`src/rtl/fighter_pkg.sv`:
```
// rtl/fighter_pkg.sv - match phase/winner encodings and default timing constants
package fighter_pkg;

  typedef enum logic [2:0] {
    PH_IDLE  = 3'd0,
    PH_INTRO = 3'd1,
    PH_FIGHT = 3'd2,
    PH_KO    = 3'd3,
    PH_OVER  = 3'd4
  } match_phase_t;

  typedef enum logic [1:0] {
    WIN_NONE  = 2'd0,
    WIN_RYU   = 2'd1,
    WIN_AKUMA = 2'd2,
    WIN_DRAW  = 2'd3
  } winner_t;

  localparam int DEF_FRAMES_PER_SEC = 60;
  localparam int DEF_ROUND_TIME     = 99;
  localparam int DEF_INTRO_FRAMES   = 120;
  localparam int DEF_KO_FRAMES      = 180;
  localparam int DEF_ROUNDS_TO_WIN  = 2;
  localparam int DEF_MAX_ROUNDS     = 5;

  // Larger value wins; a tie is a draw. Used for timeouts and the final match result.
  function automatic winner_t rank_pair(input logic [7:0] ryu_v, input logic [7:0] akuma_v);
    if (ryu_v > akuma_v)      return WIN_RYU;
    else if (akuma_v > ryu_v) return WIN_AKUMA;
    else                      return WIN_DRAW;
  endfunction

endpackage

```
`src/rtl/round_timer.sv`:
```
// rtl/round_timer.sv - frame counter plus saturating seconds countdown for one round
module round_timer
  import fighter_pkg::*;
#(
  parameter int FRAMES_PER_SEC = DEF_FRAMES_PER_SEC,
  parameter int ROUND_TIME     = DEF_ROUND_TIME
) (
  input  logic       clk_i,
  input  logic       rst_i,
  input  logic       load_i,
  input  logic       enable_i,
  output logic [6:0] sec_o,
  output logic       expired_o
);

  localparam int FW = (FRAMES_PER_SEC > 1) ? $clog2(FRAMES_PER_SEC) : 1;
  localparam logic [FW-1:0] FRAME_LAST = FW'(FRAMES_PER_SEC - 1);

  logic [FW-1:0] frame_q;
  logic [6:0]    sec_q;

  always_ff @(posedge clk_i or posedge rst_i) begin
    if (rst_i) begin
      frame_q <= '0;
      sec_q   <= 7'(ROUND_TIME);
    end else if (load_i) begin
      frame_q <= '0;
      sec_q   <= 7'(ROUND_TIME);
    end else if (enable_i) begin
      if (frame_q == FRAME_LAST) begin
        frame_q <= '0;
        if (sec_q != 7'd0) sec_q <= sec_q - 7'd1;
      end else begin
        frame_q <= frame_q + FW'(1);
      end
    end
  end

  assign sec_o     = sec_q;
  assign expired_o = (sec_q == 7'd0);

endmodule

```
`src/rtl/match_ctrl.sv`:
```
// rtl/match_ctrl.sv - fight match sequencer; MATCH_TIMER_EN enables the round countdown/timeout
module match_ctrl
  import fighter_pkg::*;
#(
  parameter int FRAMES_PER_SEC = DEF_FRAMES_PER_SEC,
  parameter int ROUND_TIME     = DEF_ROUND_TIME,
  parameter int INTRO_FRAMES   = DEF_INTRO_FRAMES,
  parameter int KO_FRAMES      = DEF_KO_FRAMES,
  parameter int ROUNDS_TO_WIN  = DEF_ROUNDS_TO_WIN,
  parameter int MAX_ROUNDS     = DEF_MAX_ROUNDS
) (
  input  logic       Clk,
  input  logic       Reset,
  input  logic       start,
  input  logic [7:0] ryu_health,
  input  logic [7:0] akuma_health,
  output logic       freeze,
  output logic       round_reset,
  output logic [2:0] phase,
  output logic [6:0] timer_sec,
  output logic [2:0] round_num,
  output logic [1:0] ryu_wins,
  output logic [1:0] akuma_wins,
  output logic [1:0] round_winner,
  output logic [1:0] match_winner
);

  // One hold counter serves both freezes; sized for the longest count in use.
  localparam int HOLD_MAX = (INTRO_FRAMES > KO_FRAMES) ?
                            ((INTRO_FRAMES > FRAMES_PER_SEC) ? INTRO_FRAMES : FRAMES_PER_SEC) :
                            ((KO_FRAMES > FRAMES_PER_SEC) ? KO_FRAMES : FRAMES_PER_SEC);
  localparam int HW = $clog2(HOLD_MAX + 1);
  localparam logic [HW-1:0] INTRO_LAST = HW'(INTRO_FRAMES - 1);
  localparam logic [HW-1:0] KO_LAST    = HW'(KO_FRAMES - 1);
  localparam logic [1:0]    WINS_MAX   = 2'(ROUNDS_TO_WIN);
  localparam logic [2:0]    ROUND_MAX  = 3'(MAX_ROUNDS);

  match_phase_t  state_q;
  logic [HW-1:0] hold_q;
  logic          start_q, start_edge;
  logic          freeze_q, round_reset_q;
  logic [2:0]    round_num_q;
  logic [1:0]    ryu_wins_q, akuma_wins_q;
  winner_t       round_winner_q, match_winner_q, result_d;
  logic          timer_expired;

  assign start_edge = start & ~start_q;

`ifdef MATCH_TIMER_EN
  logic timer_load, timer_en;
  assign timer_load = (state_q == PH_INTRO) && (hold_q == INTRO_LAST);
  assign timer_en   = (state_q == PH_FIGHT);

  round_timer #(
    .FRAMES_PER_SEC(FRAMES_PER_SEC),
    .ROUND_TIME    (ROUND_TIME)
  ) u_round_timer (
    .clk_i    (Clk),
    .rst_i    (Reset),
    .load_i   (timer_load),
    .enable_i (timer_en),
    .sec_o    (timer_sec),
    .expired_o(timer_expired)
  );
`else
  assign timer_sec     = 7'(ROUND_TIME);
  assign timer_expired = 1'b0;
`endif

  // KO is checked before the timeout so it decides a same-cycle tie.
  always_comb begin
    result_d = WIN_NONE;
    if (ryu_health == 8'd0 && akuma_health == 8'd0) result_d = WIN_DRAW;
    else if (akuma_health == 8'd0)                  result_d = WIN_RYU;
    else if (ryu_health == 8'd0)                    result_d = WIN_AKUMA;
    else if (timer_expired)                         result_d = rank_pair(ryu_health, akuma_health);
  end

  always_ff @(posedge Clk or posedge Reset) begin
    if (Reset) begin
      state_q        <= PH_IDLE;
      hold_q         <= '0;
      start_q        <= 1'b0;
      freeze_q       <= 1'b1;
      round_reset_q  <= 1'b0;
      round_num_q    <= 3'd1;
      ryu_wins_q     <= 2'd0;
      akuma_wins_q   <= 2'd0;
      round_winner_q <= WIN_NONE;
      match_winner_q <= WIN_NONE;
    end else begin
      start_q       <= start;
      round_reset_q <= 1'b0;
      case (state_q)
        PH_IDLE: begin
          if (start_edge) begin
            state_q       <= PH_INTRO;
            hold_q        <= '0;
            round_reset_q <= 1'b1;
          end
        end
        PH_INTRO: begin
          if (hold_q == INTRO_LAST) begin
            state_q  <= PH_FIGHT;
            hold_q   <= '0;
            freeze_q <= 1'b0;
          end else begin
            hold_q <= hold_q + HW'(1);
          end
        end
        PH_FIGHT: begin
          if (result_d != WIN_NONE) begin
            state_q        <= PH_KO;
            hold_q         <= '0;
            freeze_q       <= 1'b1;
            round_winner_q <= result_d;
            if (result_d == WIN_RYU && ryu_wins_q != WINS_MAX)
              ryu_wins_q <= ryu_wins_q + 2'd1;
            if (result_d == WIN_AKUMA && akuma_wins_q != WINS_MAX)
              akuma_wins_q <= akuma_wins_q + 2'd1;
          end
        end
        PH_KO: begin
          if (hold_q == KO_LAST) begin
            hold_q <= '0;
            if (ryu_wins_q == WINS_MAX || akuma_wins_q == WINS_MAX || round_num_q == ROUND_MAX) begin
              state_q        <= PH_OVER;
              match_winner_q <= rank_pair({6'd0, ryu_wins_q}, {6'd0, akuma_wins_q});
            end else begin
              state_q       <= PH_INTRO;
              round_num_q   <= round_num_q + 3'd1;
              round_reset_q <= 1'b1;
            end
          end else begin
            hold_q <= hold_q + HW'(1);
          end
        end
        PH_OVER: begin
          if (start_edge) begin
            state_q        <= PH_INTRO;
            hold_q         <= '0;
            round_reset_q  <= 1'b1;
            round_num_q    <= 3'd1;
            ryu_wins_q     <= 2'd0;
            akuma_wins_q   <= 2'd0;
            round_winner_q <= WIN_NONE;
            match_winner_q <= WIN_NONE;
          end
        end
        default: begin
          state_q  <= PH_IDLE;
          freeze_q <= 1'b1;
        end
      endcase
    end
  end

  assign phase        = state_q;
  assign freeze       = freeze_q;
  assign round_reset  = round_reset_q;
  assign round_num    = round_num_q;
  assign ryu_wins     = ryu_wins_q;
  assign akuma_wins   = akuma_wins_q;
  assign round_winner = round_winner_q;
  assign match_winner = match_winner_q;

endmodule

```
`config.mk`:
```
export PLATFORM = sky130hd
export DESIGN_NAME = match_ctrl
export DESIGN_NICKNAME = d
export VERILOG_FILES = /design/src/rtl/fighter_pkg.sv /design/src/rtl/round_timer.sv /design/src/rtl/match_ctrl.sv
export SDC_FILE = /design/constraint.sdc
export NUM_CORES = 1
export LEC_CHECK = 0
export ABC_AREA = 1
export BUFFER_PORTS_ARGS = -buffer_cell sky130_fd_sc_hd__buf_2
export CAP_MARGIN = 20
export CORE_MARGIN = 3
export CORE_UTILIZATION = 45
export CTS_BUF_LIST = sky130_fd_sc_hd__clkbuf_8
export CTS_CLUSTER_DIAMETER = 100
export DETAILED_ROUTE_END_ITERATION = 10
export PLACE_DENSITY_LB_ADDON = 0.3
export REMOVE_ABC_BUFFERS = 1
export SETUP_SLACK_MARGIN = 0.3
export SLEW_MARGIN = 20
export SYNTH_ARGS = -nofsm -noshare
export SYNTH_HDL_FRONTEND = slang
export SYNTH_SLANG_ARGS = --single-unit
```
`constraint.sdc`:
```
create_clock -name Clk -period 1.4 [get_ports Clk]
set_input_delay 0.07 -clock Clk [delete_from_list [all_inputs] [get_ports Clk]]
set_output_delay 0.07 -clock Clk [all_outputs]
set_load 0.005 [all_outputs]
```
==> results.md <==
* Fin util at 0.686
* Finish-stage setup viols at 0
* Final Cell Area at 0.00261 mm2
* Slowest CP cell: dfrtp_1
* Clock Path Buffers at 2
* Reg2Reg Depth at 8
* Largest net degree at the start of global routing at 26
* Critical path arrival at 1.54 ns
* XOR/XNOR share of the synthesized area at 0.0143
* Reg-to-reg endpoint: hold_q[2]
* Die footprint at 0.00489 mm2
* Ant diodes at 0
* Worst setup path category: flop to flop
* Setup Skew at 0.00169 ns
* Setup slack, reg-to-reg at 0.04 ns
* Largest family of logic cells by synthesized area: simple AND/OR/NAND/NOR gates
* Clock buffer count from CTS at 3
* Non-filler cells, final at 381
* CP Depth at 8
* RSZ-0062 raised after global routing: true
* Outcome: complete, no violations
* Post-synthesis cell count at 258
* Clock root buffer: clkbuf_8
* Placed standard-cell area at 0.00217 mm2
* Initial DRC Count at 111
* Pwr dens at 1770 mW/mm2
* Syn-to-layout area delta at 41.8%
* Leakage at about 0.0014 uW
* VDD IR max at 0.984 mV
* Global route overflow at 0
* Starting Density at 0.484
* Pre-CTS worst setup slack at roughly 0.033 ns
* Largest stage delay, worst path at 0.43 ns
* RR Startpoint: hold_q[1]
* Crit path launch: hold_q[1]
* Initial antenna violation count at 0
* # rows at 22
* Die width at 69.9 um
* Crit path launch type: flop
* Vias per cell at 4.98
* CP required at roughly 1.6 ns
* Post-DRT Antenna Nets at 0
* H-tree Lvls at 1
* WL per Instance at ~13 um
* Worst setup endpoint: hold_q[2]
* Crit end category: flop
* Synth Area in Compound Gates at 0.0435
* Sink Count at 25
* Die Y at 69.9 um
* Worst Hold Slack at 0.190 ns
* DRC violations left at 0
* Dpl hpwl at 3180 um
* Final min period at 1.36 ns
* Buffers added on ports at 34
* Crit share post-route at 0.973
* Multiplexer area fraction after synthesis at 0
* DR vias at 1897
* Number of placed instances, taps included at around 360
* Number of library cell types mapped by synthesis at 29
* Drt pass-1 iters at 4
* Worst skew pair latency at 0.28 ns
* Worst path top cell family by delay: simple AND/OR/NAND/NOR gates
* GRT Total Usage at 0.180
* Layout cells sized above 1 at 0.435
* Max FO, Critical Path at 3
* Max-cap violations at 0
* RePlAce Congestion at slightly below 0.9
* Final Slew Violations at 0
* Vias in the first global route at 1681
* Final WS setup at 0.0374 ns
* Layout net count at 360
* Total Wirelength at 4800 um
* Flops & latches, synth at 25
* Core Box Area at roughly 0.0038 mm2
* Worst Hold Class: primary input to flop
* Hold Violations, Final at 0
* Global-route wire length before repair at 7260 um
* Post-Synth Simple-Gate Area at 0.435
* Synth Area in Adders at 0.0476
* Fmax at 734 MHz
* Cell Area, Synth at 0.00184 mm2
* Worst Path Buf+Inv at 1
* Crit path cell chain: ha_4 -> buf_4 -> nor2_1 -> nor2_1 -> nand3_1 -> nand2_1 -> nand2_2 -> nand2_1
* CTS tree: built
* Worst-path clk slew at 0.09 ns
* Avg Synthesized Cell Area at 7.13 um2
* # fillers at approximately 300
* Register area share after synthesis at 0.341
* Yosys warns at 0
* Top Ports at 42
[power breakdown]
group | internal, uW | leakage, uW | switching [uW] | total (uW)
clock | 198 | 0.0000269 | 259 | 456
combinational | 1370 | 0.00106 | 1610 | 2980
sequential | 966 | 0.000318 | 213 | 1180
[metrics by stage]
stage | total power (uW) | setup TNS (ns)
final | 4610 | 0
after global routing | 4970 | -0.0759
after CTS | 4050 | 0
after detailed placement | 3300 | 0
after global placement | 3260 | 0
after floorplan | 2550 | 0
[sequential cells by signal, indices dropped and copies added (netlist names)]
name,cells
round_num,3
akuma_wins,2
ryu_wins,2
round_winner,2
match_winner,2
phase,3
hold_q,8
freeze,1
round_reset,1
start_q,1
[layer usage]
metal | share of wire | vias up | track usage | wire, um
met5 | 0 | - | 0 | 0
met4 | 0.015 | 0 | 0.0702 | 70
met3 | 0.039 | 8 | 0.0144 | 186
met2 | 0.52 | 45 | 0.310 | 2500
met1 | 0.42 | 893 | 0.234 | 2040
li1 | - | 951 | - | -
[worst min-delay path by stage]
stage	depth (start not counted)	endpoint	slack, ns	startpoint
detailed placement	3	match_winner[0]	0.14	Reset
global route	5	round_reset	0.21	start
finish	5	round_reset	0.19	start
CTS	5	round_reset	0.18	start
floorplan	1	akuma_wins[0]	0.1	Reset
global placement	3	match_winner[0]	0.14	Reset
[worst min-delay path, delay by kind of cell]
kind	cells	cell delay, ns
simple gates	2	0.16
buf+inv	2	0.14
compound gates	1	0.06
[cells by family after synthesis]
| group | Yosys count |
|---|---|
| simple gates | 164 |
| buf+inv | 44 |
| flops | 25 |
| compound gates | 13 |
| fa+ha+maj | 7 |
| xor+xnor | 3 |
| other cells | 2 |
[synth_stat cells]
master / number / area, um2
nor2_2: 4 / 25.0
nand3_2: 5 / 50.1
conb_1: 2 / 7.51
inv_2: 5 / 18.8
nand2_2: 7 / 43.8
o21ai_2: 1 / 8.76
nor2_1: 24 / 90.1
buf_6: 2 / 22.5
inv_1: 29 / 109
nand4_1: 10 / 62.6
nor3_1: 1 / 5.00
nor2_4: 4 / 45.0
dfrtp_1: 23 / 576
o21ai_1: 4 / 20.0
nand2_4: 2 / 22.5
nand3_1: 18 / 90.1
nand2_1: 85 / 319
or2_0: 1 / 6.26
xor2_1: 3 / 26.3
nand3_4: 2 / 35.0
ha_1: 7 / 87.6
or2_2: 1 / 6.26
dfstp_2: 2 / 52.6
inv_4: 1 / 6.26
o21ai_0: 5 / 25.0
a31oi_1: 1 / 6.26
buf_4: 7 / 52.6
o211ai_2: 1 / 12.5
o21bai_1: 1 / 7.51
[timing repair]
action                                 CTS  global route
gates resized for setup                 26            44
endpoints found under the hold margin   24             0
pin swaps                               16            25
hold buffers                             2             0
setup endpoints to repair               25            25
buffers inserted                         9             9
[cell type report]
type / instances / area [um2] / share of cell area
flip-flops and latches: 25 / 633 / 0.243
inverters: 35 / 144 / 0.0552
multi-input cells: 194 / 1180 / 0.453
repair buffers: 75 / 543 / 0.208
clock buffers: 3 / 41.3 / 0.0158
well taps: 48 / 60.1 / 0.0230
clock inverters: 1 / 3.75 / 0.00144
[layout by cell type (no fill, tap or decap), drive strengths merged]
cell type / Yosys / layout
nand4: 10 / 10
conb: 2 / 7
nand3: 25 / 25
dfrtp: 23 / 23
clkbuf: 0 / 3
dlygate4sd3: 0 / 2
o211ai: 1 / 1
or2: 2 / 2
xor2: 3 / 3
a31oi: 1 / 1
nor2: 32 / 32
nand2: 94 / 94
o21bai: 1 / 1
nor3: 1 / 1
ha: 7 / 7
dfstp: 2 / 2
o21ai: 10 / 10
buf: 9 / 73
inv: 35 / 36
Power figures use the tool's default switching activity.
